**src/rtl/hazard_controller.sv**
```systemverilog
// ---------------------------------------------------------------------------
// hazard_controller
//
// Hazard and stall scheduler for the five-stage RISC-V pipeline.
//   * Operand-forwarding selects for the execute-stage ALU inputs.
//   * Stall / flush controls for the F, D, E, M and W pipeline registers.
//   * Freeze sequencing for multi-cycle data-memory accesses, with a timeout
//     FSM that aborts a hung access and squashes it before writeback.
//
// Ports
//   clock, reset             rising-edge clock, asynchronous active-high reset
//   Rs1D, Rs2D               source registers of the instruction in decode
//   Rs1E, Rs2E               source registers of the instruction in execute
//   RdE, RdM, RdW            destination registers in E / M / W
//   RegWriteM, RegWriteW     destination write enables in M / W
//   LoadE                    instruction in E is a load
//   PCSrcE                   taken branch or jump resolved in E
//   MemReqM, MemReadyM       data-memory request in M / access completes now
//   ForwardAE, ForwardBE     ALU operand select: 00 RF, 10 M result, 01 W result
//   StallF..StallM           hold the register feeding the named stage
//   FlushD, FlushE, FlushW   load a bubble into D / E / W at the next edge
//   MemErr                   one-cycle pulse when a memory access is aborted
//   State                    FSM state: RUN=00, WAIT=01, ABORT=10
// ---------------------------------------------------------------------------
module hazard_controller #(
   parameter int unsigned MEM_TIMEOUT = 15,  // 0 disables the timeout
   parameter int unsigned CNT_W       = 4    // must hold MEM_TIMEOUT
) (
   input  logic       clock,
   input  logic       reset,
   input  logic [4:0] Rs1D,
   input  logic [4:0] Rs2D,
   input  logic [4:0] Rs1E,
   input  logic [4:0] Rs2E,
   input  logic [4:0] RdE,
   input  logic [4:0] RdM,
   input  logic [4:0] RdW,
   input  logic       RegWriteM,
   input  logic       RegWriteW,
   input  logic       LoadE,
   input  logic       PCSrcE,
   input  logic       MemReqM,
   input  logic       MemReadyM,
   output logic [1:0] ForwardAE,
   output logic [1:0] ForwardBE,
   output logic       StallF,
   output logic       StallD,
   output logic       StallE,
   output logic       StallM,
   output logic       FlushD,
   output logic       FlushE,
   output logic       FlushW,
   output logic       MemErr,
   output logic [1:0] State
);

   typedef enum logic [1:0] {
      ST_RUN   = 2'b00,
      ST_WAIT  = 2'b01,
      ST_ABORT = 2'b10
   } state_t;

   localparam logic             TIMEOUT_EN = (MEM_TIMEOUT != 0);
   localparam logic [CNT_W:0]   TIMEOUT_V  = (CNT_W+1)'(MEM_TIMEOUT);
   localparam logic [CNT_W-1:0] CNT_MAX    = '1;

   state_t           state_q, state_d;
   logic [CNT_W-1:0] cnt_q, cnt_d;

   logic memstall;
   logic loaduse;
   logic last_stall;

   // M-stage result is younger than W-stage result, so it wins.
   function automatic logic [1:0] fwd_sel(
      input logic [4:0] rs,
      input logic [4:0] rd_m,
      input logic       we_m,
      input logic [4:0] rd_w,
      input logic       we_w
   );
      if (we_m && (rd_m != 5'd0) && (rd_m == rs))
         return 2'b10;
      else if (we_w && (rd_w != 5'd0) && (rd_w == rs))
         return 2'b01;
      else
         return 2'b00;
   endfunction

   assign memstall = (state_q != ST_ABORT) && MemReqM && !MemReadyM;
   assign loaduse  = LoadE && (RdE != 5'd0) && ((RdE == Rs1D) || (RdE == Rs2D));

   // cnt_q counts stalled cycles already completed for this access (0 in RUN),
   // so the current stalled cycle is number cnt_q+1. Aborting when that equals
   // MEM_TIMEOUT gives exactly MEM_TIMEOUT stalled cycles before ABORT, and
   // covers MEM_TIMEOUT==1 (RUN straight to ABORT) with the same comparison.
   assign last_stall = TIMEOUT_EN && (({1'b0, cnt_q} + (CNT_W+1)'(1)) == TIMEOUT_V);

   // NOTE: state flops use non-blocking assignments so every flop samples the
   // pre-edge values; blocking here would create order-dependent simulation.
   always_ff @(posedge clock or posedge reset) begin
      if (reset) begin
         state_q <= ST_RUN;
         cnt_q   <= '0;
      end else begin
         state_q <= state_d;
         cnt_q   <= cnt_d;
      end
   end

   // NOTE: every output of a combinational block gets a default first so no
   // path through the case/if tree leaves a variable unassigned (no latches).
   always_comb begin
      state_d = state_q;
      cnt_d   = cnt_q;
      unique case (state_q)
         ST_RUN: begin
            if (memstall) begin
               if (last_stall) begin
                  state_d = ST_ABORT;
                  cnt_d   = '0;
               end else begin
                  state_d = ST_WAIT;
                  cnt_d   = CNT_W'(1);
               end
            end
         end
         ST_WAIT: begin
            if (!memstall) begin
               // MemReadyM arrived or the request went away.
               state_d = ST_RUN;
               cnt_d   = '0;
            end else if (last_stall) begin
               state_d = ST_ABORT;
               cnt_d   = '0;
            end else begin
               // Saturate so a disabled timeout never wraps the counter.
               cnt_d = (cnt_q == CNT_MAX) ? cnt_q : cnt_q + CNT_W'(1);
            end
         end
         ST_ABORT: begin
            state_d = ST_RUN;
            cnt_d   = '0;
         end
         default: begin
            state_d = ST_RUN;
            cnt_d   = '0;
         end
      endcase
   end

   // Output decode. Priority: ABORT > memstall > taken branch > load-use.
   always_comb begin
      ForwardAE = 2'b00;
      ForwardBE = 2'b00;
      StallF    = 1'b0;
      StallD    = 1'b0;
      StallE    = 1'b0;
      StallM    = 1'b0;
      FlushD    = 1'b0;
      FlushE    = 1'b0;
      FlushW    = 1'b0;
      MemErr    = 1'b0;
      State     = 2'b00;
      if (!reset) begin
         State     = state_q;
         ForwardAE = fwd_sel(Rs1E, RdM, RegWriteM, RdW, RegWriteW);
         ForwardBE = fwd_sel(Rs2E, RdM, RegWriteM, RdW, RegWriteW);
         if (state_q == ST_ABORT) begin
            // Let the pipeline move and turn the hung M instruction into a
            // bubble at W.
            FlushW = 1'b1;
            MemErr = 1'b1;
         end else if (memstall) begin
            // Whole front end frozen; W gets bubbles. A branch sitting in E
            // is held and takes effect in the release cycle.
            StallF = 1'b1;
            StallD = 1'b1;
            StallE = 1'b1;
            StallM = 1'b1;
            FlushW = 1'b1;
         end else if (PCSrcE) begin
            // The redirect discards the dependent instruction anyway.
            FlushD = 1'b1;
            FlushE = 1'b1;
         end else if (loaduse) begin
            StallF = 1'b1;
            StallD = 1'b1;
            FlushE = 1'b1;
         end
      end
   end

endmodule

```
**config.mk**
```make
export PLATFORM = sky130hd
export DESIGN_NAME = hazard_controller
export DESIGN_NICKNAME = d
export VERILOG_FILES = /design/src/rtl/hazard_controller.sv
export SDC_FILE = /design/constraint.sdc
export NUM_CORES = 1
export LEC_CHECK = 0
export ABC_AREA = 1
export ABC_CLOCK_PERIOD_IN_PS = 1970
export CAP_MARGIN = 5
export CORE_MARGIN = 2
export CORE_UTILIZATION = 41
export DETAILED_ROUTE_END_ITERATION = 8
export PLACE_DENSITY_LB_ADDON = 0.2
export SYNTH_ARGS = -nofsm -noshare
export SYNTH_HDL_FRONTEND = slang
export SYNTH_SLANG_ARGS = --single-unit
```
**constraint.sdc**
```tcl
create_clock -name clock -period 1.97 [get_ports clock]
set_input_delay 0.197 -clock clock [delete_from_list [all_inputs] [get_ports clock]]
set_output_delay 0.197 -clock clock [all_outputs]
set_load 0.03 [all_outputs]
```
# --- After elaboration in Yosys (flattened, before gate mapping) ---
# Cells that the tools add are included.
word_totals:
  mem_count: 0
  ram_bits: 0
  latchBits: 0
  mem_bits_ro: 0
  output_inout_bits: 14
  input_bits: 43
  wordCells: 74
  register_bits: 6
op_classes:
  shifts: 0
  eq_ne: 14
  bitwise_logic: 0
  n_mul: 0
  addsub: 2
  n_lt_le_gt_ge: 0
  div: 0
  mux: 38
  reduce_logical: 18
ops:
  columns: ["cell", "n"]
  rows:
  - ["$eq A5 B5 Y1", 6]
  - ["$mux W1", 23]
  - ["$mux W2", 9]
  - ["$mux W4", 4]
  - ["$reduce_bool A5 Y1", 3]
  - ["$logic_and A1 B1 Y1", 10]
  - ["$pmux W4 S2", 1]
  - ["$add A4 B1 Y5 const B", 1]
  - ["$eq A5 B4 Y1 const B", 1]
  - ["$add A4 B1 Y4 const B", 1]
  - ["$eq A4 B4 Y1 const B", 1]
  - ["$ne A2 B2 Y1 const B", 2]
  - ["$ne A4 B4 Y1 const B", 1]
  - ["$pmux W2 S2", 1]
  - ["$reduce_and A2 Y1", 2]
  - ["$ne A3 B3 Y1 const B", 1]
  - ["$eq A2 B1 Y1 const B", 1]
  - ["$eq A2 B2 Y1 const B", 1]
  - ["$logic_not A2 Y1", 1]
  - ["$logic_not A1 Y1", 1]
  - ["$logic_or A1 B1 Y1", 1]

# --- Depth between registers and ports, before layout ---
depth:
  ltp_word: 8
  mapped_depth: 10

# --- Worst setup path after synthesis ---
# No wires, ideal clock.
synth_timing:
  path_type: "reg-to-output"
  startpoint: "register state_q[1]"
  endpoint: "output port StallF"
  path_stages_with_launch: 7
  setup_slack_ps: 312
  path_buffers: 1
  t_arrival_ps: 1461
  path_cell_list: "dfrtp_1 > inv_2 > nor2_2 > nor2_1 > inv_1 > a21oi_1 > buf_4"
synth_via:
  elab_chain_cells: 6
  word_cells_on_any_way: 7
  cone_classes: "2 x eq/ne; 3 x mux; 2 x reduce/logical"
synth_rtl:
  columns: ["item", "line_no", "source"]
  rows:
  - ["from (decl)", "67", "state_t state_q, state_d;"]
  - ["from (signal assigned)", "106", "state_q <= state_d;"]
  - ["$ne A2 B2 Y1", "90", "assign memstall = (state_q != ST_ABORT) && MemReqM && !MemReadyM;"]
  - ["$logic_and A1 B1 Y1 (2 in a row)", "90", null]
  - ["$mux W1", null, null]
  - ["$mux W1 * (2 in a row)", null, null]
  - ["to (decl)", "46", "output logic StallF,"]
# Mark *: on every way between the ends. The rest lies on a longest branch, timed or not.

# --- Worst setup path after layout ---
layout_timing:
  startpoint: "input port MemReadyM"
  endpoint: "output port FlushW"
layout_via:
  elab_chain_cells: 5
layout_rtl:
  columns: ["item", "line_no", "source"]
  rows:
  - ["from (decl)", "43", "input logic MemReadyM,"]
  - ["$logic_not A1 Y1", "90", null]
  - ["$logic_and A1 B1 Y1", "90", null]
  - ["$mux W1", "174", "end else if (memstall) begin"]
  - ["$mux W1", "169", "if (state_q == ST_ABORT) begin"]
  - ["$mux W1", "165", "if (!reset) begin"]
  - ["to (decl)", "52", "output logic FlushW,"]
# No other way between the ends.

==> flow_summary.yaml <==
timing:
  max_freq_mhz: 535
  slew_violations: 0
  grt_setup_unrepaired: "false"
  setup_slack_ns: 0.101
  slew_headroom: 0.790
  min_period_over_period: 0.949
  min_period_ns: 1.87
  setup_viol: 0
  tightest_slew_ns: 0.314
  fin_skew_ns: 0.00291
  finalHoldViolCount: 0
  setup-tns-final_ns: 0
worst_hold_path:
  hold_class: "input port to asynchronous set/reset pin"
setup_path:
  path_max_fanout: 4
  crit_type: "input port to output port"
  r2r_cells: 5
  cp-start-kind: "input port"
  crit_arrival_ns: 1.67
  reg2reg_to: "cnt_q[3]"
  rrSetupSlack_ns: 0.60
  required_ns: 1.77
  crit_end: "FlushW"
  rr_startpoint: "cnt_q[2]"
  end_kind: "output port"
  cp-startpoint: "MemReadyM"
clock_network:
  hold_buffers: 0
  cts_setup_buffers: 0
  cts-buffers-inserted: 3
  cts_tree: "built"
  clk_latency_ns: 0.25
  clk_path_buf_depth: 2
  cts_root_buffer: "clkbuf_4"
  numClockSinks: 6
  cts.htree.levels: 1
  clk_pin_slew_ns: 0.05
global_routing:
  grt-ovfl-total: 0
  grt_max_degree: 10
  grt_usage: 0.212
  grt_pass1_vias: 1156
  grt_pass1_wl_um: 4500
  antenna_found_initial: 0
layout:
  nets: 271
  drive_above_1_share: 0.103
  seqCellArea_um2: 150
  n_fill_cell: 205
  diodes: 0
  area_growth_pct: 60.9
  multi_input_area_um2: 679
placed_design:
  gp_congestion: 0.859
  dp.final_hpwl_um: 2270
  portBuffers: 56
  place_ws_ns: 0.129
yosys:
  yosysTopAreaCell: "nand2_1"
  yosysSeqAreaShare: 0.156
  synth_top_area_share: 0.191
  synth_nets: 212
  synth_cell_types: 25
  ys_seq_elements: 6
  synth_area_um2: 961
  netlist_top_cells_area: "nand2_1, dfrtp_1, xnor2_1"
  avgSynthCellArea_um2: 5.75
  synth_most_common_cell: "nand2_1"
  synth_ff_type: "dfrtp_1"
  yosys_warnings: 0
  synth_async_sr_flop_share: 1.00
  synth_commonest_cells: "nand2_1, inv_1, nor2_1"
  synth_edf_count: 0
  syn_inst: 167
power_and_ir_drop:
  power_density_nw_per_um2: 334
  p_leak_nw: 0.765
  ir_worst_vdd_mv: 0.446
  total_power_mw: 0.516
floorplan:
  die_w_um: 52.4
  die_area_um2: 2750
  start_util: 0.434
  die_h_um: 52.4
  rows: 17
  ios: 57
  coreArea_um2: 2210
drt:
  routed_via_density: 4.65
  vias: 1172
  first_pass_iters: 4
  drtIter0Drc: 5
  wl_um: 2680
  drtAntennaViolNets: 0
  wl_per_cell_um: 10.6
  drc: 0
  wl_met3_um: 205
  routed-wl-met2_um: 1360
  wl_met1_um: 1110
  top_layer: "met3"
outcome:
  status: "completed"
flow_run:
  max_cap_violations: 0
-- cells in the final DEF, fill, tap and decap left out, drive strengths merged, types with 2 or more instances in the layout --
cell type	n
clkbuf	3
buf	11
nand3	8
nand4	3
xnor2	17
nand2	51
ha	2
nor3	4
nor2	25
dfrtp	6
xor2	4
clkdlybuf4s50	46
inv	31
o21ai	5
a21oi	3
-- area by class of cell --
| cell class | count | area share |
|---|---|---|
| Inverter | 31 | 0.0752 |
| Sequential cell | 6 | 0.0971 |
| Multi-Input combinational cell | 127 | 0.439 |
| Tap cell | 28 | 0.0227 |
| Timing Repair Buffer | 57 | 0.351 |
| Clock buffer | 3 | 0.0146 |
-- stage by stage --
stage | utilization | area [µm²] | std cells | hold slack, ns
after floorplan | - | 961 | 167 | 0.194
after global placement | 0.687 | 1520 | 249 | 0.522
after detailed placement | 0.687 | 1520 | 249 | 0.543
after CTS | 0.697 | 1540 | 252 | 0.474
after global routing | 0.699 | 1550 | 252 | 0.575
final | 0.699 | 1550 | 252 | 0.478
-- logic make-up after synthesis --
kind of cell,count (synthesis),synth area share
compound gates,13,0.0833
xor+xnor,21,0.191
fa+ha+maj,2,0.0260
buf+inv,34,0.141
flops,6,0.156
simple gates,91,0.402
-- registers in the layout (all words and copies together) (netlist names) --
name	cells
cnt_q	4
state_q	2
-- critical path: stages --
cell             delay [ns]
clkdlybuf4s50_1        0.46
inv_1                  0.07
nand2_1                0.10
a21oi_1                0.16
clkdlybuf4s50_1        0.68
-- report_power, final --
| group | internal (mW) | switching [mW] |
|---|---|---|
| logic | 0.140 | 0.120 |
| clock network | 0.0694 | 0.0518 |
| registers | 0.129 | 0.00652 |
| total | 0.338 | 0.179 |
-- metal layers --
layer / global-route usage / vias up
met4: 0.0299 / 0
met3: 0.0371 / 0
met2: 0.425 / 46
met5: 0 / -
li1: - / 625
met1: 0.231 / 501
-- repair_timing --
item | 4_1_cts | 5_1_grt
setup endpoints to repair | 0 | 2
resized for setup | 0 | 1
endpoints found under the hold margin | 0 | 0
-- worst min-delay path by stage --
stage               startpoint          to  slack, ns  cells after the start
floorplan                reset    cnt_q[0]       0.19                      2
global placement      cnt_q[3]    cnt_q[3]       0.52                      2
detailed placement    cnt_q[3]    cnt_q[3]       0.54                      2
CTS                      reset    cnt_q[2]       0.47                      3
global route             reset  state_q[0]       0.57                      3
finish                   reset  state_q[0]       0.48                      3
Note: power is estimated with default switching activity, not from simulation.
==> variant: new RTL, same settings <==
Reset style: synchronous (`reset`), changed in one clocked block. Comments in the files are not updated.
--- a/src/rtl/hazard_controller.sv
+++ b/src/rtl/hazard_controller.sv
@@ -100,3 +100,3 @@
    // pre-edge values; blocking here would create order-dependent simulation.
-   always_ff @(posedge clock or posedge reset) begin
+   always_ff @(posedge clock) begin
       if (reset) begin
Formal check against the unedited RTL: same outputs for any inputs over 10 cycles, from zero or initial values and one cycle with reset high; that may be too few to reach the edited logic, so the function may still have changed.
==> variant against the original RTL <==
- via count increased by 4.9%
- register-to-register slack improved by 0.04 ns
- clock skew increased by 0.0044 ns
- area after synthesis decreased by 1.2%
- power decreased by 1.9%
- sequential share of layout area decreased by 1.9 points
- sequential cell count unchanged
- setup slack improved by 0.034 ns
- synthesized cell count increased by 3.0%
- wire length increased by 7.0%
- critical path depth decreased by 1
- design area decreased by 0.40%
==> variant: results <==
metrics = {
    "outcome": {
        "outcome": "finished clean",
    },
    "worst_setup_path": {
        "r2r_slack_ns": 0.64,
        "setup.worst_path.end": "MemErr",
        "max_stage_delay_ns": 0.70,
        "slowest_stage": "clkdlybuf4s50_1",
        "arrival_ns": 1.64,
        "cp-startpoint": "state_q[0]$_SDFFE_PP0P_",
        "r2r-start": "cnt_q[1]$_SDFFE_PP0P_",
        "rr_worst_depth": 6,
        "r2r_end": "cnt_q[3]$_SDFFE_PP0P_",
    },
    "pwr": {
        "leakagePower_nw": 0.777,
        "ir_worst_vdd_mv": 0.418,
    },
    "route": {
        "vias_per_cell": 4.78,
        "num_vias": 1229,
        "wl_met2_um": 1470,
        "top_layer": "met4",
        "m1WireLength_um": 1130,
        "drtIter0Drc": 14,
        "wl_per_cell_um": 11.2,
        "wl_met3_um": 247,
    },
    "synth": {
        "synth_compound_area_share_pct": 10.1,
        "synthCells": 172,
        "synth-xor-area-share_pct": 16.6,
        "synth_common_cells": "nand2_1, inv_1, nor2_1",
        "async_flop_share_pct": 0,
        "ys_types": 23,
        "synth_fp_nets": 217,
        "synthFlopType": "dfxtp_1",
        "ys_seq_area_share_pct": 12.6,
        "yosys.area_share.adder_pct": 2.64,
        "synth_area_leaders": "nand2_1, dfxtp_1, inv_1",
    },
    "timing": {
        "hold_ws_ns": 0.526,
        "fmaxAchievable_mhz": 545,
        "slew_headroom_pct": 78.5,
        "finClkSkew_ns": 0.00726,
    },
    "global_route": {
        "use_met1_pct": 22.6,
        "grt_usage_pct": 22.1,
        "met3_usage_pct": 6.32,
        "use_met2_pct": 44.3,
        "grt_max_degree": 8,
        "grt_pass1_wl_um": 4560,
    },
    "clocking": {
        "numCtsBuffers": 3,
        "post_cts_resized": 2,
        "clk_latency_ns": 0.25,
    },
    "placement": {
        "hpwl_um": 2420,
        "post-place-ws_ns": 0.0585,
        "gp_congestion": 0.836,
    },
    "cells_and_area": {
        "nFillCells": 207,
        "fin_nets": 276,
    },
}
-- variant: cell types whose count changed in the layout (fill, tap and decap cells not counted), sizes merged, moves of 3 or more --
cell / delta
a21oi: +9
dfrtp: -6
dfxtp: +6
nor2: -5
xnor2: -5
inv: +3
nand2: -3
-- variant: final cells by class --
type / count / area, um2 / share of cell area, %
Sequential cell: 6 / 120 / 7.80
Multi-Input combinational cell: 129 / 687 / 44.6
Tap cell: 28 / 35.0 / 2.27
Timing Repair Buffer: 57 / 548 / 35.6
Clock buffer: 3 / 22.5 / 1.46
Inverter: 34 / 128 / 8.29
-- variant: power by group --
| part | internal (W) | switching (W) |
|---|---|---|
| combinational | 0.000138 | 0.000122 |
| clock | 0.0000689 | 0.0000452 |
| sequential | 0.000127 | 0.00000420 |
| total | 0.000334 | 0.000172 |
-- variant: stage by stage --
stage	area (um2)	util, %
after detailed placement	1510	69.1
after CTS	1530	70.0
after global routing	1540	70.3
after global placement	1510	69.1
after floorplan	950	-
final	1540	70.3
